[config.mk]
export PLATFORM = sky130hd
export DESIGN_NAME = counter_tracker
export DESIGN_NICKNAME = d
export VERILOG_FILES = /design/src/rtl/counter_pkg.sv /design/src/rtl/counter_step_cmp.sv /design/src/rtl/counter_tracker.sv
export SDC_FILE = /design/constraint.sdc
export NUM_CORES = 1
export LEC_CHECK = 0
export ABC_AREA = 0
export BUFFER_PORTS_ARGS = -buffer_cell sky130_fd_sc_hd__buf_2
export CORE_MARGIN = 5
export CORE_UTILIZATION = 35
export DETAILED_ROUTE_END_ITERATION = 8
export PLACE_DENSITY_LB_ADDON = 0.1
export SLEW_MARGIN = 15
export SYNTH_ARGS = -nofsm -noshare
export SYNTH_HDL_FRONTEND = slang
export SYNTH_SLANG_ARGS = --single-unit
[constraint.sdc]
create_clock -name clk -period 2.5 [get_ports clk]
set_input_delay 0.125 -clock clk [delete_from_list [all_inputs] [get_ports clk]]
set_output_delay 0.125 -clock clk [all_outputs]
set_load 0.005 [all_outputs]
[src/rtl/counter_pkg.sv]
// rtl/counter_pkg.sv - shared state encoding and default width for the counter tracker
package counter_pkg;

    localparam int COUNTER_WIDTH = 4;

    typedef enum logic [1:0] {
        IDLE = 2'd0,
        ACQ  = 2'd1,
        UP   = 2'd2,
        DOWN = 2'd3
    } tracker_state_e;

endpackage

[src/rtl/counter_step_cmp.sv]
// rtl/counter_step_cmp.sv - combinational next-sample legality check for a bounce counter
module counter_step_cmp
    import counter_pkg::*;
#(
    parameter int WIDTH = COUNTER_WIDTH
) (
    input  logic [WIDTH-1:0] last_count,
    input  logic [WIDTH-1:0] sample,
    input  logic             dir,
    output logic             legal,
    output logic             is_turn
);

    localparam logic [WIDTH-1:0] MAX = {WIDTH{1'b1}};
    localparam logic [WIDTH-1:0] ONE = WIDTH'(1);

    logic [WIDTH-1:0] expected;
    logic             at_bound;

    // Expected successor: step in the current direction, or reverse at the end stop.
    // Boundaries are tested explicitly so a modular wrap can never match.
    always_comb begin
        expected = '0;
        at_bound = 1'b0;
        if (dir) begin
            if (last_count == MAX) begin
                expected = MAX - ONE;
                at_bound = 1'b1;
            end else begin
                expected = last_count + ONE;
            end
        end else begin
            if (last_count == '0) begin
                expected = ONE;
                at_bound = 1'b1;
            end else begin
                expected = last_count - ONE;
            end
        end
        legal   = (sample == expected);
        is_turn = at_bound & legal;
    end

endmodule

[src/rtl/counter_tracker.sv]
// rtl/counter_tracker.sv - locks onto a 0..MAX..0 bounce counter; optional TRACKER_PERIOD_CNT_EN period counter
module counter_tracker
    import counter_pkg::*;
#(
    parameter int WIDTH = COUNTER_WIDTH
) (
    input  logic             clk,
    input  logic             rst_n,
    input  logic             in_valid,
    input  logic [WIDTH-1:0] in_count,
    output logic             locked,
    output logic             dir,
    output logic             turn,
    output logic             step_err,
`ifdef TRACKER_PERIOD_CNT_EN
    output logic [7:0]       period_cnt,
`endif
    output logic [WIDTH-1:0] last_count
);

    tracker_state_e   state_q, state_d;
    logic             locked_q, locked_d;
    logic             dir_q, dir_d;
    logic             turn_q, turn_d;
    logic             step_err_q, step_err_d;
    logic [WIDTH-1:0] last_count_q, last_count_d;

    logic cmp_dir;
    logic step_legal;
    logic step_is_turn;
    logic next_dir;

    // ACQ checks against an upward step, which also covers the MAX -> MAX-1 descending lock
    assign cmp_dir = (state_q != DOWN);

    counter_step_cmp #(.WIDTH(WIDTH)) u_step_cmp (
        .last_count (last_count_q),
        .sample     (in_count),
        .dir        (cmp_dir),
        .legal      (step_legal),
        .is_turn    (step_is_turn)
    );

    // Next-state and next-output decode for one accepted sample
    always_comb begin
        state_d      = state_q;
        locked_d     = locked_q;
        dir_d        = dir_q;
        turn_d       = 1'b0;
        step_err_d   = 1'b0;
        last_count_d = last_count_q;
        next_dir     = step_is_turn ? ~cmp_dir : cmp_dir;
        if (in_valid) begin
            last_count_d = in_count;
            if (state_q == IDLE) begin
                state_d = ACQ;
            end else if (step_legal) begin
                state_d  = next_dir ? UP : DOWN;
                locked_d = 1'b1;
                dir_d    = next_dir;
                // A boundary reversal seen while still acquiring is a lock, not a turn
                turn_d   = step_is_turn && (state_q != ACQ);
            end else begin
                state_d    = ACQ;
                locked_d   = 1'b0;
                step_err_d = 1'b1;
            end
        end
    end

`ifdef TRACKER_PERIOD_CNT_EN
    logic [7:0] period_cnt_q, period_cnt_d;
    logic       turn_at_zero;

    assign turn_at_zero = in_valid && (state_q == DOWN) && step_legal && step_is_turn;

    // Count completed periods at the bottom turnaround, saturating
    always_comb begin
        period_cnt_d = period_cnt_q;
        if (turn_at_zero && (period_cnt_q != 8'hFF)) begin
            period_cnt_d = period_cnt_q + 8'd1;
        end
    end

    // Period counter register; survives loss of lock, cleared only by reset
    always_ff @(posedge clk or negedge rst_n) begin
        if (!rst_n) begin
            period_cnt_q <= 8'd0;
        end else begin
            period_cnt_q <= period_cnt_d;
        end
    end

    assign period_cnt = period_cnt_q;
`endif

    // Tracker FSM and registered outputs
    always_ff @(posedge clk or negedge rst_n) begin
        if (!rst_n) begin
            state_q      <= IDLE;
            locked_q     <= 1'b0;
            dir_q        <= 1'b1;
            turn_q       <= 1'b0;
            step_err_q   <= 1'b0;
            last_count_q <= '0;
        end else begin
            state_q      <= state_d;
            locked_q     <= locked_d;
            dir_q        <= dir_d;
            turn_q       <= turn_d;
            step_err_q   <= step_err_d;
            last_count_q <= last_count_d;
        end
    end

    assign locked     = locked_q;
    assign dir        = dir_q;
    assign turn       = turn_q;
    assign step_err   = step_err_q;
    assign last_count = last_count_q;

endmodule

==> results.cfg <==
[outcome]
status = completed

[yosys]
synth_top_flop_cell = dfrtp_1
syn_nets = 82
syn_inst = 72
ys_seq_area_frac = 0.351
synth-async-reset-ratio = 1.00
synth-seq-cells = 10
avgSynthCellArea_sq_um = 9.96
yosysWarningCount = 0
synth_edf_count = 0
syn-cell-area_sq_um = 717
ys_types = 37

[detailed_routing]
drc = 0
post_drt_wl_per_cell_microns = 13.8
drtIter0Drc = 8
drtAntennaViolNets = 0
num_vias = 632
dr.pass1.iters = 4
wl_microns = 1710
vias_per_cell = 5.10

[sta]
slew_headroom = 0.756
setup_viol = 0
tightest_slew_ns = 0.361
fin_crit_sh = 0.965
slew_violations = 0
fmaxAchievable_ghz = 0.414
hold_violations = 0
fin_setup_tns_ns = 0
hold_ws_ns = 0.133
fin_worst_skew_ns = 0.00271
fin_crit_ns = 2.41

[final_layout]
antenna_cells = 0
final_area_sq_um = 918
fin_nets = 108
multi_input_area_sq_um = 433
fin_cells = 124
fillers = 217
area_growth_pct = 28.1
drive_gt1_frac = 0.485
layout.area.seq_sq_um = 253

[cts]
cts_buffers = 3
clkSlewWorstSetupHoldPaths_ns = 0.06
cts-root-buf = clkbuf_4
clock_path_buffers = 2
clkSinkCount = 10
worstSkewPairLatency_ns = 0.26
tritoncts = yes
htree_num_levels = 1

[grt]
met2_usage = 0.188
use_met3 = 0.0210
grt_antenna_before_repair = 0
grt_most_used_layer = met2
grt_overflow = 0
grt_pass1_wl_microns = 2910
gr-usage-all-layers = 0.115
use_met1 = 0.145
grt_max_degree = 14
grt_pass1_vias = 633

[pwr]
switching_power_mw = 0.156
finalPower_mw = 0.522
internal_power_mw = 0.366
leakage_nw = 0.421
ir_drop_v = 0.000390
pwr-share-clk = 0.269
pwr_density_cell_nw_per_um2 = 568
p_comb_frac = 0.330
swShare = 0.300
pwr-share-seq = 0.401

[place]
gp_congestion = 0.849
portBuffers = 14
dp.cells = 118
dpl_cell_area_sq_um = 848
hpwl_microns = 1370

[setup_path]
worst_r2r_endpoint = dir$_DFFE_PN1P_
worstPathRequired_ns = 2.69
r2r-start = last_count[0]$_DFFE_PN0P_
crit_fanout = 7
r2r_slack_ns = 0.09
startpoint_type = register
r2r_cells = 7
critPathKind = reg2reg
worstSetupEndpointType = register
crit_arrival_ns = 2.60

[floorplan]
rows = 16
start_util = 0.365
die_x_microns = 55.3
dieArea_sq_um = 3050
io_pins = 15
die_y_microns = 55.3
core_area_sq_um = 1960

[run]
drv_cap = 0

[min_path]
hold_path.startpoint = in_count[1]
min_to = last_count[1]$_DFFE_PN0P_
hp-class = in2reg
holdPathStages = 3
-- worst max-delay path by stage --
| stage | from | endpoint | slack (ns) | cells after the start |
|---|---|---|---|---|
| 2_1_floorplan | last_count[0]$_DFFE_PN0P_ | dir$_DFFE_PN1P_ | 0.11 | 6 |
| 3_3_place_gp | last_count[0]$_DFFE_PN0P_ | dir$_DFFE_PN1P_ | -0.01 | 6 |
| 3_5_place_dp | last_count[0]$_DFFE_PN0P_ | dir$_DFFE_PN1P_ | 0.004 | 6 |
| 4_1_cts | last_count[0]$_DFFE_PN0P_ | dir$_DFFE_PN1P_ | 0.05 | 9 |
| 5_1_grt | last_count[1]$_DFFE_PN0P_ | dir$_DFFE_PN1P_ | -0.03 | 9 |
| 6_report | last_count[0]$_DFFE_PN0P_ | dir$_DFFE_PN1P_ | 0.09 | 7 |
-- layout make-up --
cell class	instances	share of cell area
multi-input combinational	55	0.471
sequential	10	0.275
timing repair buffer	24	0.161
clock buffer	4	0.0395
tap	27	0.0368
inverter	4	0.0163
-- synthesized netlist by cell type (all sizes together) (2+ instances only) --
cell type | count | area share
a21o | 2 | 0.024
a21oi | 3 | 0.021
and2b | 2 | 0.024
buf | 2 | 0.026
dfrtp | 9 | 0.31
ha | 3 | 0.052
inv | 4 | 0.021
mux2 | 4 | 0.068
nand2 | 5 | 0.030
nand4 | 2 | 0.017
nor2 | 4 | 0.021
nor2b | 2 | 0.017
o211ai | 2 | 0.021
o21ai | 9 | 0.068
o311ai | 2 | 0.024
-- sequential cells by signal, summed over array words and instances, names as in the netlist --
name / flops
dir: 1
last_count: 4
locked: 1
state_q: 2
step_err: 1
turn: 1
-- repair_timing --
item | 4_1_cts | 5_1_grt
setup endpoints to repair | 1 | 2
buffers inserted | 0 | 1
endpoints found under the hold margin | 10 | 0
hold buffers | 1 | 0
resized for setup | 1 | 5
pin swaps | 0 | 1
-- cells in the final DEF, fill, tap and decap left out, drive strengths merged, types with 2 or more instances in the layout --
cell    count
and2b       2
o211ai      2
a21oi       3
nor2        4
ha          3
nor2b       2
o311ai      2
buf        23
nand4       2
a21o        2
nand2       5
clkbuf      4
inv         4
o21ai       9
mux2        4
dfrtp       9
-- cell families (layout without fill, tap and decap cells) --
kind of cell / after synthesis / after routing / synth area share
mux: 4 / 4 / 0.0681
fa+ha+maj: 3 / 3 / 0.0524
simple gates: 24 / 24 / 0.211
compound gates: 22 / 22 / 0.227
buf+inv: 7 / 32 / 0.0663
flops: 10 / 10 / 0.351
xor+xnor: 2 / 2 / 0.0244
-- routing by layer --
layer  share of wire  wire, microns  vias to the layer above
li1                -              -                      313
met1            0.45            777                      304
met2            0.51            866                       13
met3           0.029             49                        2
met4          0.0094             16                        0
met5               0              0                        -
-- worst max-delay path: stages, from the launching register on --
cell and delay (ns):
dfrtp_2 0.45, ha_1 0.28, and3_1 0.21, o311ai_0 0.33
o211ai_1 0.20, a2111oi_4 0.37, and2b_4 0.21, mux2_4 0.29
-- power by group through the flow --
stage / sequential (mW) / combinational [mW] / clock (mW)
after global placement: 0.211 / 0.170 / 0
final: 0.209 / 0.172 / 0.141
after global routing: 0.214 / 0.193 / 0.159
after CTS: 0.209 / 0.171 / 0.147
after floorplan: 0.210 / 0.107 / 0
after detailed placement: 0.212 / 0.168 / 0
-- per-stage QoR --
stage,setup WS (ns),util
detailed placement,0.00399,0.432
finish,0.0869,0.468
CTS,0.0516,0.456
global route,-0.0321,0.468
floorplan,0.112,-
global placement,-0.0118,0.432
Note: power is estimated with default switching activity, not from simulation.
